**src/rtl/reg_file_param.sv**
```systemverilog
// Parametrised register file with NREAD combinational read ports, one write port and a pending scoreboard.
// Latency: reads are combinational; writes and reservations are visible after the clock edge; NREGS-edge zero sweep after reset.
// Backpressure: none accepted; writes/reservations are dropped while init_busy is high. Optional macro RF_BYPASS_EN: write-to-read bypass.
module reg_file_param #(
    parameter int XLEN     = 32,
    parameter int NREGS    = 32,
    parameter int NREAD    = 2,
    parameter int ZERO_REG = 1,
    localparam int AW      = $clog2(NREGS)
) (
    input  logic                  clock,
    input  logic                  reset_n,
    input  logic                  cu_rdwrite,
    input  logic [AW-1:0]         rd_addr,
    input  logic [XLEN-1:0]       rd_in,
    input  logic                  cu_rdreserve,
    input  logic [AW-1:0]         res_addr,
    input  logic [NREAD*AW-1:0]   rs_addr,
    output logic [NREAD*XLEN-1:0] rs_data,
    output logic [NREAD-1:0]      rs_pending,
    output logic                  init_busy
);

    typedef enum logic {
        CLEAR = 1'b0,
        READY = 1'b1
    } state_t;

    state_t            state_q;
    state_t            state_d;
    logic [AW-1:0]     idx;
    logic              sweep_we;
    logic              is_ready;
    logic              wr_ok;
    logic              rsv_ok;
    logic [NREGS-1:0]  pending;
    logic [XLEN-1:0]   mem [NREGS];

    logic [AW-1:0]     ra;
    logic [XLEN-1:0]   rd_val;
    logic              pd_val;

    // FSM state register; reset always restarts the sweep
    always_ff @(posedge clock or negedge reset_n) begin
        if (!reset_n) begin
            state_q <= CLEAR;
        end else begin
            state_q <= state_d;
        end
    end

    // Next state: leave CLEAR on the edge that clears the last register
    always_comb begin
        state_d = state_q;
        case (state_q)
            CLEAR:   if (idx == AW'(NREGS - 1)) state_d = READY;
            READY:   state_d = READY;
            default: state_d = CLEAR;
        endcase
    end

    // FSM outputs
    always_comb begin
        sweep_we  = (state_q == CLEAR);
        init_busy = (state_q == CLEAR);
        is_ready  = (state_q == READY);
    end

    // Sweep index advances once per edge while clearing
    always_ff @(posedge clock or negedge reset_n) begin
        if (!reset_n) begin
            idx <= '0;
        end else if (sweep_we) begin
            idx <= idx + AW'(1);
        end
    end

    // Register 0 is hard-wired when ZERO_REG is set, so its writes and reservations are dropped
    always_comb begin
        wr_ok  = is_ready && cu_rdwrite   && !((ZERO_REG != 0) && (rd_addr  == '0));
        rsv_ok = is_ready && cu_rdreserve && !((ZERO_REG != 0) && (res_addr == '0));
    end

    // Storage array has no reset; the sweep supplies the initial zeros
    always_ff @(posedge clock) begin
        if (sweep_we) begin
            mem[idx] <= '0;
        end else if (wr_ok) begin
            mem[rd_addr] <= rd_in;
        end
    end

    // Pending scoreboard: a write clears, a reservation sets, and a same-address reservation wins
    always_ff @(posedge clock or negedge reset_n) begin
        if (!reset_n) begin
            pending <= '0;
        end else begin
            if (wr_ok) begin
                pending[rd_addr] <= 1'b0;
            end
            if (rsv_ok) begin
                pending[res_addr] <= 1'b1;
            end
        end
    end

    // Combinational read ports, forced to zero during the sweep and for the zero register
    always_comb begin
        rs_data    = '0;
        rs_pending = '0;
        ra         = '0;
        rd_val     = '0;
        pd_val     = 1'b0;
        for (int k = 0; k < NREAD; k++) begin
            ra     = rs_addr[k*AW +: AW];
            rd_val = mem[ra];
            pd_val = pending[ra];
`ifdef RF_BYPASS_EN
            if (wr_ok && (rd_addr == ra)) begin
                rd_val = rd_in;
                pd_val = rsv_ok && (res_addr == ra);
            end
`endif
            if (!is_ready || ((ZERO_REG != 0) && (ra == '0))) begin
                rd_val = '0;
                pd_val = 1'b0;
            end
            rs_data[k*XLEN +: XLEN] = rd_val;
            rs_pending[k]           = pd_val;
        end
    end

endmodule
```
**config.mk**
```make
export PLATFORM = sky130hd
export DESIGN_NAME = reg_file_param
export DESIGN_NICKNAME = d
export VERILOG_FILES = /design/src/rtl/reg_file_param.sv
export SDC_FILE = /design/constraint.sdc
export NUM_CORES = 1
export LEC_CHECK = 0
export CORE_UTILIZATION = 57
export DETAILED_ROUTE_END_ITERATION = 12
export PLACE_DENSITY_LB_ADDON = 0.25
export SLEW_MARGIN = 20
export SYNTH_ARGS = -nofsm -noshare
export SYNTH_HDL_FRONTEND = slang
export SYNTH_SLANG_ARGS = --single-unit
```
**constraint.sdc**
```tcl
create_clock -name clock -period 4.7 [get_ports clock]
set_input_delay 1.175 -clock clock [delete_from_list [all_inputs] [get_ports clock]]
set_output_delay 1.175 -clock clock [all_outputs]
set_load 0.02 [all_outputs]
```
==> results of run 1 <==
==> worst paths after layout <==
kind / to / slack [ps] / cells past startpoint / start
setup / recovery: rs_data[3] / -10 / 7 / rs_addr[1]
hold / removal: pending[0] / 410 / 0 / pending[0]
setup reg to reg: mem[19][25] / 1640 / 6 / is_ready
hold reg to reg: pending[0] / 410 / 0 / pending[0]
max in group asynchronous: pending[27] / 3570 / 1 / reset_n
min in group asynchronous: pending[11] / 600 / 1 / reset_n
==> cell type report <==
type	count	area [sq um]
diodes	1	2.50
clock buffers	122	2820
clock inverters	80	712
fillers	5421	28000
inverters	7	26.3
multi-input cells	1487	18000
flip-flops and latches	1062	31700
well taps	1155	1450
repair buffers	432	4660
==> metal layers <==
layer | track usage (%) | vias up | part of all wire [%]
met5 | 0 | - | 0.053
met4 | 14.8 | 12 | 4.7
met3 | 9.13 | 508 | 14
met2 | 55.2 | 2740 | 46
met1 | 49.0 | 16300 | 35
li1 | - | 12500 | -
==> registers in the layout, indices dropped and copies added (netlist names) <==
signal	count
idx	5
is_ready	1
mem	1024
pending	32
==> critical path: stages <==
cell and delay [ps]:
buf_8 180, buf_4 310, mux4_1 600, mux2_2 290, a221oi_2 280, a211oi_1 100, clkdlybuf4s50_1 550
==> synthesized netlist by cell type (all sizes together), types with 7 or more instances <==
cell,n
nand3,62
a2bb2oi,33
nand2,89
inv,7
mux4,385
mux2,61
buf,145
nor2b,11
edfxtp,1024
o21ai,58
a221oi,33
a21oi,57
clkbuf,80
and2,35
nand3b,7
nor3,14
a31oi,8
mux2i,375
a211oi,33
nand4,14
o22a,22
a22oi,24
nor2,34
dfrtp,38
o221ai,88
==> stage by stage <==
step	setup TNS (ps)	utilization (%)	instance area, sq um
after floorplan	-26040	-	50700
after global placement	-989	63.9	55800
after detailed placement	-904	63.9	55800
after CTS	0	67.9	59300
after global routing	-8.59	67.9	59400
final	-9.92	67.9	59400
==> kinds of logic after synthesis <==
logic type      count (synthesis)
compound gates                366
xor+xnor                        3
fa+ha+maj                       2
buf+inv                       232
flops                        1062
mux                           821
simple gates                  295
==> power by group through the flow <==
stage	registers, uW	logic, uW	clock network (uW)
after floorplan	10700	1180	0
after global placement	10700	2040	0
after detailed placement	10700	2080	0
after CTS	10500	2080	8600
after global routing	10500	2180	8970
final	10500	2120	8610
==> results.txt, run 1 <==
Setup slack after layout -> -9.92 ps
Worst Path Required -> 3520 ps
Failing checks -> negative setup slack
Mux cell area share after synthesis -> 26.2%
Worst-skew pair later-pin latency -> 690 ps
Placer Congestion -> 0.918
First DRT Iteration DRCs -> 4,613
Fin. max-slew vios -> 0
Combinational Power Share -> 10.0%
Complex-gate fraction of the synthesized area -> 5.71%
Cells after Synth -> 2,781
Final hold vios -> 0
Worst hold path class -> flop to flop
Area Overhead vs Synth -> 17.3%
P_sw -> 4930 uW
Cells after DPL -> 4,144
Sequential share of power -> 49.4%
Largest net degree at the start of global routing -> 42
DR vias/cell -> 7.38
Total track usage -> 35.8%
Mapped cell area -> 50,600 sq um
Crit path max fanout -> 10
Most common cell after layout, fill and taps aside -> edfxtp_1
WL/cell -> 36.8 um
Total CTS buffers -> 108
Simple-Gate Fraction of Synth Area -> 2.93%
#FFs+latches synth -> 1,062
XOR/XNOR Fraction of Synth Area -> 0.0519%
CP Capture Type -> primary output
Die width -> 300 um
Max VDD drop -> 0.293 mV
Clock power frac -> 40.6%
YS warnings -> 0
Dpl hpwl -> 95,100 um
Vias in the first global route -> 32,100
Worst slew pin tran -> 1030 ps
PostCTS Resize Cnt -> 17
Routed Antenna Nets -> 0
Finished Layout Cells -> 4,346
Vias -> 32,100
Setup-failing EPs final -> 1
Clock sink total -> 1,062
Post-synth top flop -> edfxtp_1
FMAX -> 212 MHz
Die height -> 300 um
Core ar. -> 87,400 sq um
GRT overflow -> 0
Worst path arrival time -> 3530 ps
CTS tree -> built
Top post-synthesis cells by area -> edfxtp_1, mux4_2, mux2i_1, mux4_1, dfrtp_1
CTS clk-pin slew, worst paths -> 60 ps
H-tree Lvls -> 3
Post-synth top area cell -> edfxtp_1
First-pass GRT wire length -> 227,000 um
Synth top area share -> 60.7%
Mapped Avg Cell Area -> 18.2 sq um
RSZ-0062 raised after global routing -> yes
Final Hold Slack -> 409 ps
CTS Buffer Depth -> 3
Switching Share -> 23.3%
Skew final -> 16.8 ps
Synth Area in Adders -> 0.0494%
First-pass DRT Iterations -> 6
# IOs -> 123
Largest family of logic cells by synthesized area -> multiplexers
Sequential element share of the synthesized area -> 62.6%
Post-layout net count -> 3,156
PortBufs -> 122
Post-route DRC violation count -> 0
Net Count, Synth -> 2,839
Relative slew slack -> 31.0%
Cell area power density -> 357 nW/um^2
Period utilisation layout -> 100%
Critical Path Start Type -> primary input
Max-cap violations -> 0
Pwr Total -> 21,200 uW
Initial antenna violation count -> 7
FFs w/ async S/R, synth -> 3.58%
Leakage power -> 0.0219 uW
Crit path time final -> 4710 ps
Die ar. -> 90,000 sq um
Post-CTS Setup Bufs -> 0
Post-synth EDFFs -> 1,024
Initial Utilization -> 57.9%
Row Count -> 108
Hold buffers post-CTS -> 0
Layout cells sized above 1 -> 31.4%
CTS root buffer -> clkbuf_16
Post-synth cell types -> 58
Commonest cells after routing, fill and taps aside -> edfxtp_1, mux2i_1, mux4_2
Status -> complete, but fails checks
Drt total wl -> 160,000 um
Internal Power -> 16,300 uW
Place WS -> -135 ps
Setup CP Type -> primary input to primary output
No activity file was read; power rests on OpenSTA's default activity.
==> inputs of run 2 (changes only) <==
Settings changed: DONT_BUFFER_PORTS from default to 1.
==> results.txt, run 2 (synthesis gave the netlist of run 1 again) <==
Status -> complete, but fails checks
Failing checks -> negative setup slack
Crit-path slowest cell -> nor2b_1
Total CTS buffers -> 107
Clock sink total -> 1,062
Row Count -> 108
CTS clk-pin slew, worst paths -> 60 ps
Leakage power -> 0.0201 uW
FMAX -> 210 MHz
Biggest register -> mem
Vias in the first global route -> 30,400
Core ar. -> 87,400 sq um
Largest net degree at the start of global routing -> 268
Initial Utilization -> 57.9%
CP Capture Type -> primary output
Drt total wl -> 150,000 um
Max reg flops -> 1,024
GRT overflow -> 0
Initial antenna violation count -> 12
DR vias/cell -> 7.45
Largest registers -> mem (1024), pending (32), idx (5)
Final Cell Area -> 56,100 sq um
Crit-path cells -> nor2b_1 -> a22oi_1 -> nand3_1 -> nand4_1 -> buf_4
Commonest cells after routing, fill and taps aside -> edfxtp_1, mux2i_1, mux4_2
Period utilisation layout -> 101%
Placed cell area -> 52,800 sq um
Max VDD drop -> 0.314 mV
Setup slack after layout -> -59.4 ps
Routed Antenna Nets -> 0
Place WS -> 282 ps
Post-layout net count -> 2,864
Crit path time final -> 4760 ps
Cell area power density -> 358 nW/um^2
RSZ-0062 raised after global routing -> no
Final hold vios -> 0
Crit path max fanout -> 225
Fin. max-slew vios -> 0
Max-cap violations -> 0
Worst hold path class -> primary input to async pin
Critical Path Start Type -> primary input
Total track usage -> 33.6%
CTS Buffer Depth -> 3
Worst slew pin tran -> 1090 ps
Crit-path max cell delay -> 1050 ps
Most common cell after layout, fill and taps aside -> edfxtp_1
Pwr Total -> 20,100 uW
Clock power frac -> 40.6%
Placer Congestion -> 0.866
H-tree Lvls -> 3
PostCTS Resize Cnt -> 0
Worst path arrival time -> 3580 ps
Relative slew slack -> 27.5%
PortBufs -> 0
Sequential share of power -> 52.2%
CTS tree -> built
First-pass GRT wire length -> 215,000 um
Setup-failing EPs final -> 2
Skew final -> 23.0 ps
Die width -> 300 um
Dpl hpwl -> 81,900 um
Post-route DRC violation count -> 0
Switching Share -> 21.9%
P_sw -> 4400 uW
Layout cells sized above 1 -> 27.2%
Die height -> 300 um
Area Overhead vs Synth -> 10.8%
Die ar. -> 90,000 sq um
WL/cell -> 37.0 um
First-pass DRT Iterations -> 6
CTS root buffer -> clkbuf_16
WP buf/inv -> 1
Combinational Power Share -> 7.3%
Internal Power -> 15,700 uW
Setup CP Type -> primary input to primary output
Hold buffers post-CTS -> 0
# IOs -> 123
Vias -> 30,200
Worst Path Required -> 3520 ps
Post-CTS Setup Bufs -> 0
Worst-skew pair later-pin latency -> 700 ps
Crit path max-delay family -> simple AND/OR/NAND/NOR gates
First DRT Iteration DRCs -> 3,903
[run 2: final timing paths]
check	cells past startpoint	endpoint	start	slack, ps
min	0	pending[23]	reset_n	170
max in group asynchronous	0	idx[2]	reset_n	4430
min in group clock	0	pending[0]	pending[0]	420
max reg2reg	6	mem[9][15]	is_ready	1100
max	5	rs_data[39]	rs_addr[6]	-60
min reg2reg	0	pending[0]	pending[0]	420
[run 2: final cells by class]
cell class / instances / area (sq um)
sequential: 1062 / 31700
fill: 5767 / 31300
multi-input combinational: 1487 / 18000
clock buffer: 137 / 2830
timing repair buffer: 141 / 1590
tap: 1155 / 1450
clock inverter: 57 / 472
inverter: 7 / 26.3
antenna: 4 / 10.0
[run 2: metal layers]
layer / GRT usage (%) / up-vias / part of all wire [%]
li1: - / 11900 / -
met1: 46.7 / 15700 / 37
met2: 50.7 / 2138 / 46
met3: 9.83 / 385 / 13
met4: 13.3 / 12 / 4.1
met5: 0 / - / 0.043
[run 2: metrics by stage]
stage | setup TNS [ps] | hold WS (ps) | cells | utilization [%]
floorplan | -26040 | 445 | 2781 | -
global placement | 0 | 383 | 3851 | 60.3
detailed placement | 0 | 407 | 3851 | 60.3
CTS | 0 | 144 | 4045 | 64.1
global route | 0 | 160 | 4047 | 64.1
finish | -77.2 | 170 | 4050 | 64.1
[run 2: power by group through the flow]
stage	Combinational [uW]	Clock, uW	Sequential, uW
after global placement	1400	0	10700
final	1460	8150	10500
after CTS	1430	8200	10500
after floorplan	1180	0	10700
after global routing	1510	8550	10500
after detailed placement	1430	0	10700
[run 2: worst reg2reg max path: cells and delay by family (launching register included)]
| family | cells | cell delay [ps] |
|---|---|---|
| AOI/OAI and AO/OA | 2 | 1200 |
| and+or+nand+nor | 2 | 510 |
| buffers and inverters | 2 | 930 |
| DFF | 1 | 570 |
